## config.mk

```make
export PLATFORM = sky130hd
export DESIGN_NAME = inverse_zig_zag
export DESIGN_NICKNAME = d
export VERILOG_FILES = /design/src/rtl/jpeg_zz_pkg.sv /design/src/rtl/izz_pingpong_ram.sv /design/src/rtl/inverse_zig_zag.sv
export SDC_FILE = /design/constraint.sdc
export NUM_CORES = 1
export LEC_CHECK = 0
export CAP_MARGIN = 10
export CORE_MARGIN = 2
export CORE_UTILIZATION = 54
export DETAILED_ROUTE_END_ITERATION = 8
export PLACE_DENSITY = 0.68
export SYNTH_ARGS = -nofsm -noshare
export SYNTH_HDL_FRONTEND = slang
export SYNTH_SLANG_ARGS = --single-unit
export TNS_END_PERCENT = 5
```

## constraint.sdc

```tcl
create_clock -name clk_in -period 3.15 [get_ports clk_in]
set_input_delay 0.315 -clock clk_in [delete_from_list [all_inputs] [get_ports clk_in]]
set_output_delay 0.315 -clock clk_in [all_outputs]
set_load 0.02 [all_outputs]
```

## src/rtl/jpeg_zz_pkg.sv

```systemverilog
// Shared JPEG zig-zag constants: coefficient width, block size and the
// zig-zag <-> raster index tables used by both encoder and decoder stages.
package jpeg_zz_pkg;

   localparam int unsigned DW  = 12;
   localparam int unsigned BLK = 64;

   typedef logic signed [DW-1:0] coef_t;
   typedef logic [5:0]           idx_t;

   typedef enum logic [0:0] {StIdle, StStream} rd_state_e;

   // Entry k is the raster position {row,col} of the k-th zig-zag coefficient.
   localparam int unsigned ZZ2RASTER [BLK] = '{
       0,  1,  8, 16,  9,  2,  3, 10,
      17, 24, 32, 25, 18, 11,  4,  5,
      12, 19, 26, 33, 40, 48, 41, 34,
      27, 20, 13,  6,  7, 14, 21, 28,
      35, 42, 49, 56, 57, 50, 43, 36,
      29, 22, 15, 23, 30, 37, 44, 51,
      58, 59, 52, 45, 38, 31, 39, 46,
      53, 60, 61, 54, 47, 55, 62, 63
   };

   localparam int unsigned RASTER2ZZ [BLK] = '{
       0,  1,  5,  6, 14, 15, 27, 28,
       2,  4,  7, 13, 16, 26, 29, 42,
       3,  8, 12, 17, 25, 30, 41, 43,
       9, 11, 18, 24, 31, 40, 44, 53,
      10, 19, 23, 32, 39, 45, 52, 54,
      20, 22, 33, 38, 46, 51, 55, 60,
      21, 34, 37, 47, 50, 56, 59, 61,
      35, 36, 48, 49, 57, 58, 62, 63
   };

endpackage

```

## src/rtl/izz_pingpong_ram.sv

```systemverilog
// Two-bank 64-entry coefficient store: one synchronous write port and one
// asynchronous read port. No reset; unwritten entries hold stale data.
module izz_pingpong_ram #(
   parameter int unsigned DW = 12
) (
   input  logic          clk_in,
   input  logic          we,
   input  logic          wbank,
   input  logic [5:0]    waddr,
   input  logic [DW-1:0] wdata,
   input  logic          rbank,
   input  logic [5:0]    raddr,
   output logic [DW-1:0] rdata
);
   import jpeg_zz_pkg::*;

   logic [DW-1:0] mem [2][BLK];

   always_ff @(posedge clk_in) begin
      if (we) begin
         mem[wbank][waddr] <= wdata;
      end
   end

   assign rdata = mem[rbank][raddr];

endmodule

```

## src/rtl/inverse_zig_zag.sv

```systemverilog
// Inverse zig-zag: buffers zig-zag ordered coefficients in a ping-pong store and
// replays each block in raster order. IZZ_ZERO_FILL_EN adds per-bank written bitmaps.
module inverse_zig_zag #(
   parameter int unsigned DW    = 12,
   parameter int unsigned NBANK = 2
) (
   input  logic          clk_in,
   input  logic          rst_n,
   input  logic          in_valid,
   output logic          in_ready,
   input  logic [5:0]    in_addr,
   input  logic [DW-1:0] in_data,
   input  logic          eob_in,
   input  logic          eof_in,
   output logic          out_valid,
   input  logic          out_ready,
   output logic [5:0]    out_addr,
   output logic [DW-1:0] out_data,
   output logic          idct_start,
   output logic          eof_out
);
   import jpeg_zz_pkg::*;

   localparam int unsigned BW = $clog2(NBANK);
   typedef logic [BW-1:0] bank_t;

   rd_state_e        state_q, state_d;
   bank_t            wr_bank_q, wr_bank_d, rd_bank_q, rd_bank_d;
   logic [NBANK-1:0] full_q, full_d, beof_q, beof_d;
   logic             wr_en, blk_close, release_bank;
   logic             valid_d, start_d, eof_out_d;
   idx_t             wr_raster, rd_addr, addr_d;
   logic [DW-1:0]    ram_rdata, rd_data, data_d;

   assign in_ready  = ~full_q[wr_bank_q];
   assign wr_en     = in_valid & in_ready;
   assign wr_raster = idx_t'(ZZ2RASTER[in_addr]);
   assign rd_addr   = (state_q == StStream) ? out_addr + 6'd1 : 6'd0;

`ifdef IZZ_ZERO_FILL_EN
   logic [BLK-1:0] written_q [NBANK];
   logic [BLK-1:0] written_d [NBANK];

   assign blk_close = wr_en & ((in_addr == 6'd63) | eob_in);

   always_comb begin
      written_d = written_q;
      if (wr_en) written_d[wr_bank_q][wr_raster] = 1'b1;
      if (release_bank) written_d[rd_bank_q] = '0;
   end

   always_ff @(posedge clk_in or negedge rst_n) begin
      if (!rst_n) written_q <= '{default: '0};
      else        written_q <= written_d;
   end

   // Positions never written in this block read back as zero.
   assign rd_data = written_q[rd_bank_q][rd_addr] ? ram_rdata : '0;
`else
   logic unused_eob;

   assign blk_close  = wr_en & (in_addr == 6'd63);
   assign unused_eob = eob_in;
   assign rd_data    = ram_rdata;
`endif

   izz_pingpong_ram #(
      .DW (DW)
   ) u_ram (
      .clk_in (clk_in),
      .we     (wr_en),
      .wbank  (wr_bank_q),
      .waddr  (wr_raster),
      .wdata  (in_data),
      .rbank  (rd_bank_q),
      .raddr  (rd_addr),
      .rdata  (ram_rdata)
   );

   always_comb begin
      state_d      = state_q;
      valid_d      = out_valid;
      addr_d       = out_addr;
      data_d       = out_data;
      start_d      = 1'b0;
      eof_out_d    = 1'b0;
      release_bank = 1'b0;
      unique case (state_q)
         StIdle: begin
            if (full_q[rd_bank_q]) begin
               state_d = StStream;
               valid_d = 1'b1;
               addr_d  = 6'd0;
               data_d  = rd_data;
               start_d = 1'b1;
            end
         end
         StStream: begin
            if (out_valid && out_ready) begin
               if (out_addr == 6'd63) begin
                  state_d      = StIdle;
                  valid_d      = 1'b0;
                  release_bank = 1'b1;
                  eof_out_d    = beof_q[rd_bank_q];
               end else begin
                  addr_d = out_addr + 6'd1;
                  data_d = rd_data;
               end
            end
         end
         default: state_d = StIdle;
      endcase
   end

   // A close on the write bank and a release of the read bank may share a cycle.
   always_comb begin
      full_d    = full_q;
      beof_d    = beof_q;
      wr_bank_d = wr_bank_q;
      rd_bank_d = rd_bank_q;
      if (blk_close) begin
         full_d[wr_bank_q] = 1'b1;
         beof_d[wr_bank_q] = eof_in;
         wr_bank_d         = wr_bank_q + bank_t'(1);
      end
      if (release_bank) begin
         full_d[rd_bank_q] = 1'b0;
         rd_bank_d         = rd_bank_q + bank_t'(1);
      end
   end

   always_ff @(posedge clk_in or negedge rst_n) begin
      if (!rst_n) begin
         state_q    <= StIdle;
         wr_bank_q  <= '0;
         rd_bank_q  <= '0;
         full_q     <= '0;
         beof_q     <= '0;
         out_valid  <= 1'b0;
         out_addr   <= '0;
         out_data   <= '0;
         idct_start <= 1'b0;
         eof_out    <= 1'b0;
      end else begin
         state_q    <= state_d;
         wr_bank_q  <= wr_bank_d;
         rd_bank_q  <= rd_bank_d;
         full_q     <= full_d;
         beof_q     <= beof_d;
         out_valid  <= valid_d;
         out_addr   <= addr_d;
         out_data   <= data_d;
         idct_start <= start_d;
         eof_out    <= eof_out_d;
      end
   end

   // A refused write must be held unchanged until it is accepted.
   hold_refused_write: assert property (@(posedge clk_in) disable iff (!rst_n)
      (in_valid && !in_ready) |=> (in_valid && $stable(in_addr) && $stable(in_data)));

endmodule

```

==> qor.txt <==
Crit share post-route = 0.982
CP cell instances = buf_4 -> nor2b_4 -> buf_12 -> buf_6 -> mux4_2 -> a22oi_1 -> nand3_1 -> o21ai_0 -> buf_4 -> o211ai_1
Max Freq = 323 MHz
Initial Util = 0.546
Synth warn = 0
Vias in the first global route = 34000
Hold WC Path Type = input port to flop
Worst VDD drop = 0.708 mV
First-pass GRT wire length = 236000 µm
Die Width = 342 µm
Max Cap Violations = 0
Sequential share of the synthesized area = 0.761
Reg clk slew, reported paths = 60 ps
Count of pins over their slew limit = 0
Antenna Nets Post-Route = 0
Nets = 3845
Hold Worst Slack = 31.5 ps
Setup crit start kind = flop
Die Ht = 342 µm
Slowest library cell on the worst path = a22oi_1
CTS tree = built
Synthesized netlist cell count = 3400
Worst path depth = 10
Drt total wl = 163000 µm
Clock Tree Buf Depth = 3
Worst setup EP type = flop
Placer congestion estimate = 0.885
GRT Residual Overflow = 0
Via/cell ratio = 6.38
Row cnt = 123
Worst Reg-to-Reg Cells = 10
Dominant synthesized flop cell = edfxtp_1
Layout cells sized above 1 = 0.242
Fillers = 7597
Final Cell Area = 71400 µm²
# diodes = 0
Number of flops mapped to enable cells by yosys = 1536
Cell mode on critical path = buf_4
Worst path buffer plus inverter count = 4
RSZ-0062 raised after global routing = true
Library cells used by synthesis = 62
Vias = 34600
HPWL after DPL = 106000 µm
Register area = 46800 µm²
Sink Count = 1564
Worst relative slew slack = 0.343
Critical path peak fanout = 23
Total CTS buffers = 155
Slew @ Worst Pin = 980 ps
Worst path required time = 3770 ps
Area of the multi-input gates = 13600 µm²
Largest net degree at the start of global routing = 76
I/O Pins = 46
Non-filler cells, final = 5424
H-Tree Depth = 4
Finished Core Util = 0.633
Register bit total from synthesis = 1564
LEAKAGE = 23.9 nW
Worst Clk Skew = 19.8 ps
DRT Pass-1 Iters = 8
1st-iter DRT viols = 5086
Crit-path max cell delay = 480 ps
WL/cell = 30.1 µm
CP Class = flop to flop
Drc violations = 0
Syn nets = 3439
Root buf cell = clkbuf_16
Worst-Skew Late Latency = 750 ps
Worst Path Arrival = 3710 ps
Syn-to-layout area delta = 16.0%
Overall Global Routing Usage = 0.282
Post-Place Cell Area = 66600 µm²
Syn Std Cell Area = 61600 µm²
Run status = finished, final reports clean
Fin. Hold Viols = 0
Average size of a mapped cell = 18.1 µm²
Family with the most delay on the worst path = compound AO/OA/AOI/OAI gates
Depth of the worst hold-timing path = 1
Placeable Area = 113000 µm²
Ys async rst share = 0.0179
DIE AREA = 117000 µm²
Pwr dens = 864 nW/µm²
PortBufs = 44
Antenna violations before repair = 4
Setup violators final = 0
Tmin final = 3090 ps
Placed insts = 5146
==> final timing paths <==
kind                              start                end  slack (ps)
hold reg to reg            out_data[11]       out_data[11]         510
hold / removal               in_data[7]  u_ram.mem[0][103]          30
setup reg to reg            out_addr[0]        out_data[3]          60
min in group asynchronous         rst_n            eof_out         250
max in group asynchronous         rst_n          rd_bank_q        2260
setup / recovery            out_addr[0]        out_data[3]          60
==> logic make-up (layout without fill, tap and decap cells) <==
kind of cell / after synthesis / count (layout) / synth area share
DFF: 1564 / 1564 / 0.761
and+or+nand+nor: 951 / 951 / 0.0675
muxes: 343 / 343 / 0.112
AOI/OAI and AO/OA: 298 / 298 / 0.0348
buffers and inverters: 220 / 744 / 0.0203
adders and majority gates: 15 / 15 / 0.00305
xor gates and xnor gates: 9 / 9 / 0.00128
==> power breakdown <==
group          internal, W  switching [W]  leakage (nW)  total, W
logic              0.00760         0.0132          7.40    0.0208
registers           0.0231       0.000264          14.1    0.0234
clock network      0.00999        0.00754          2.33    0.0175
==> final cells by class <==
type                            count  share of cell area
Clock buffer                      199              0.0579
Clock inverter                     76             0.00881
Inverter                           13            0.000683
Multi-Input combinational cell   1616               0.191
Sequential cell                  1564               0.656
Tap cell                         1500              0.0263
Timing Repair Buffer              456              0.0600
==> per-stage QoR <==
step / worst slack, ps / TNS [ps] / power, W
6_report: 55.9 / 0 / 0.0617
2_1_floorplan: 80.9 / 0 / 0.0345
3_3_place_gp: -365 / -310690 / 0.0439
5_1_grt: -67.4 / -67.4 / 0.0635
4_1_cts: 15.0 / 0 / 0.0615
3_5_place_dp: -322 / -277760 / 0.0441
==> worst reg2reg max path, stage by stage (launching register included) <==
cell	delay [ps]
dfrtp_1	400
buf_4	220
nor2b_4	230
buf_12	220
buf_6	250
mux4_2	370
a22oi_1	480
nand3_1	250
o21ai_0	290
buf_4	160
o211ai_1	90
==> sequential cells by signal, indices dropped and copies added (netlist names), 2 cells and up <==
register	count
out_addr	6
full_q	2
beof_q	2
out_data	12
u_ram.mem	1536
==> cells in the mapped netlist (28+ instances only) <==
library cell / count / area (µm²)
buf_2: 85 / 425
nand2_1: 503 / 1890
mux2i_1: 62 / 621
nand3_1: 170 / 851
nor2_1: 155 / 582
dfrtp_1: 28 / 701
mux4_2: 278 / 6260
a31oi_1: 56 / 350
a22oi_1: 41 / 308
buf_4: 36 / 270
edfxtp_1: 1536 / 46100
clkbuf_1: 53 / 199
o21ai_0: 38 / 190
nand4_1: 35 / 219
==> layer usage <==
metal,vias up,wire (µm),part of all wire,track usage
met2,2086,76400,0.47,0.436
li1,14400,-,-,-
met5,-,10,0.000061,0
met3,286,17900,0.11,0.0603
met4,2,5410,0.033,0.0910
met1,17900,63600,0.39,0.406
==> repair_timing <==
| action | in CTS | in global routing |
|---|---|---|
| setup buffers | 0 | 0 |
| setup endpoints to repair | 10 | 6 |
| pin swaps | 0 | 0 |
| gates resized for setup | 7 | 6 |
| endpoints found under the hold margin | 49 | 0 |
| hold buffers | 3 | 0 |
==> cells in the final DEF (no fill, tap or decap), drive strengths merged, types with 6 or more instances in the layout <==
cell type	n
nand2b	15
buf	421
o22ai	7
mux4	278
o211ai	25
clkinv	58
a221oi	6
a32oi	25
dfrtp	28
a21oi	21
clkdlybuf4s50	32
a22oi	41
bufinv	9
a31oi	56
a22o	13
a311oi	12
nand4b	8
nand4	35
a222oi	11
and3	17
nand2	503
mux2i	62
nor3	10
edfxtp	1536
o21ai	44
clkbuf	199
nand3	179
ha	15
xnor2	6
o2111ai	19
nor2	159
nor2b	6
inv	18
Note: power is estimated with default switching activity, not from simulation.
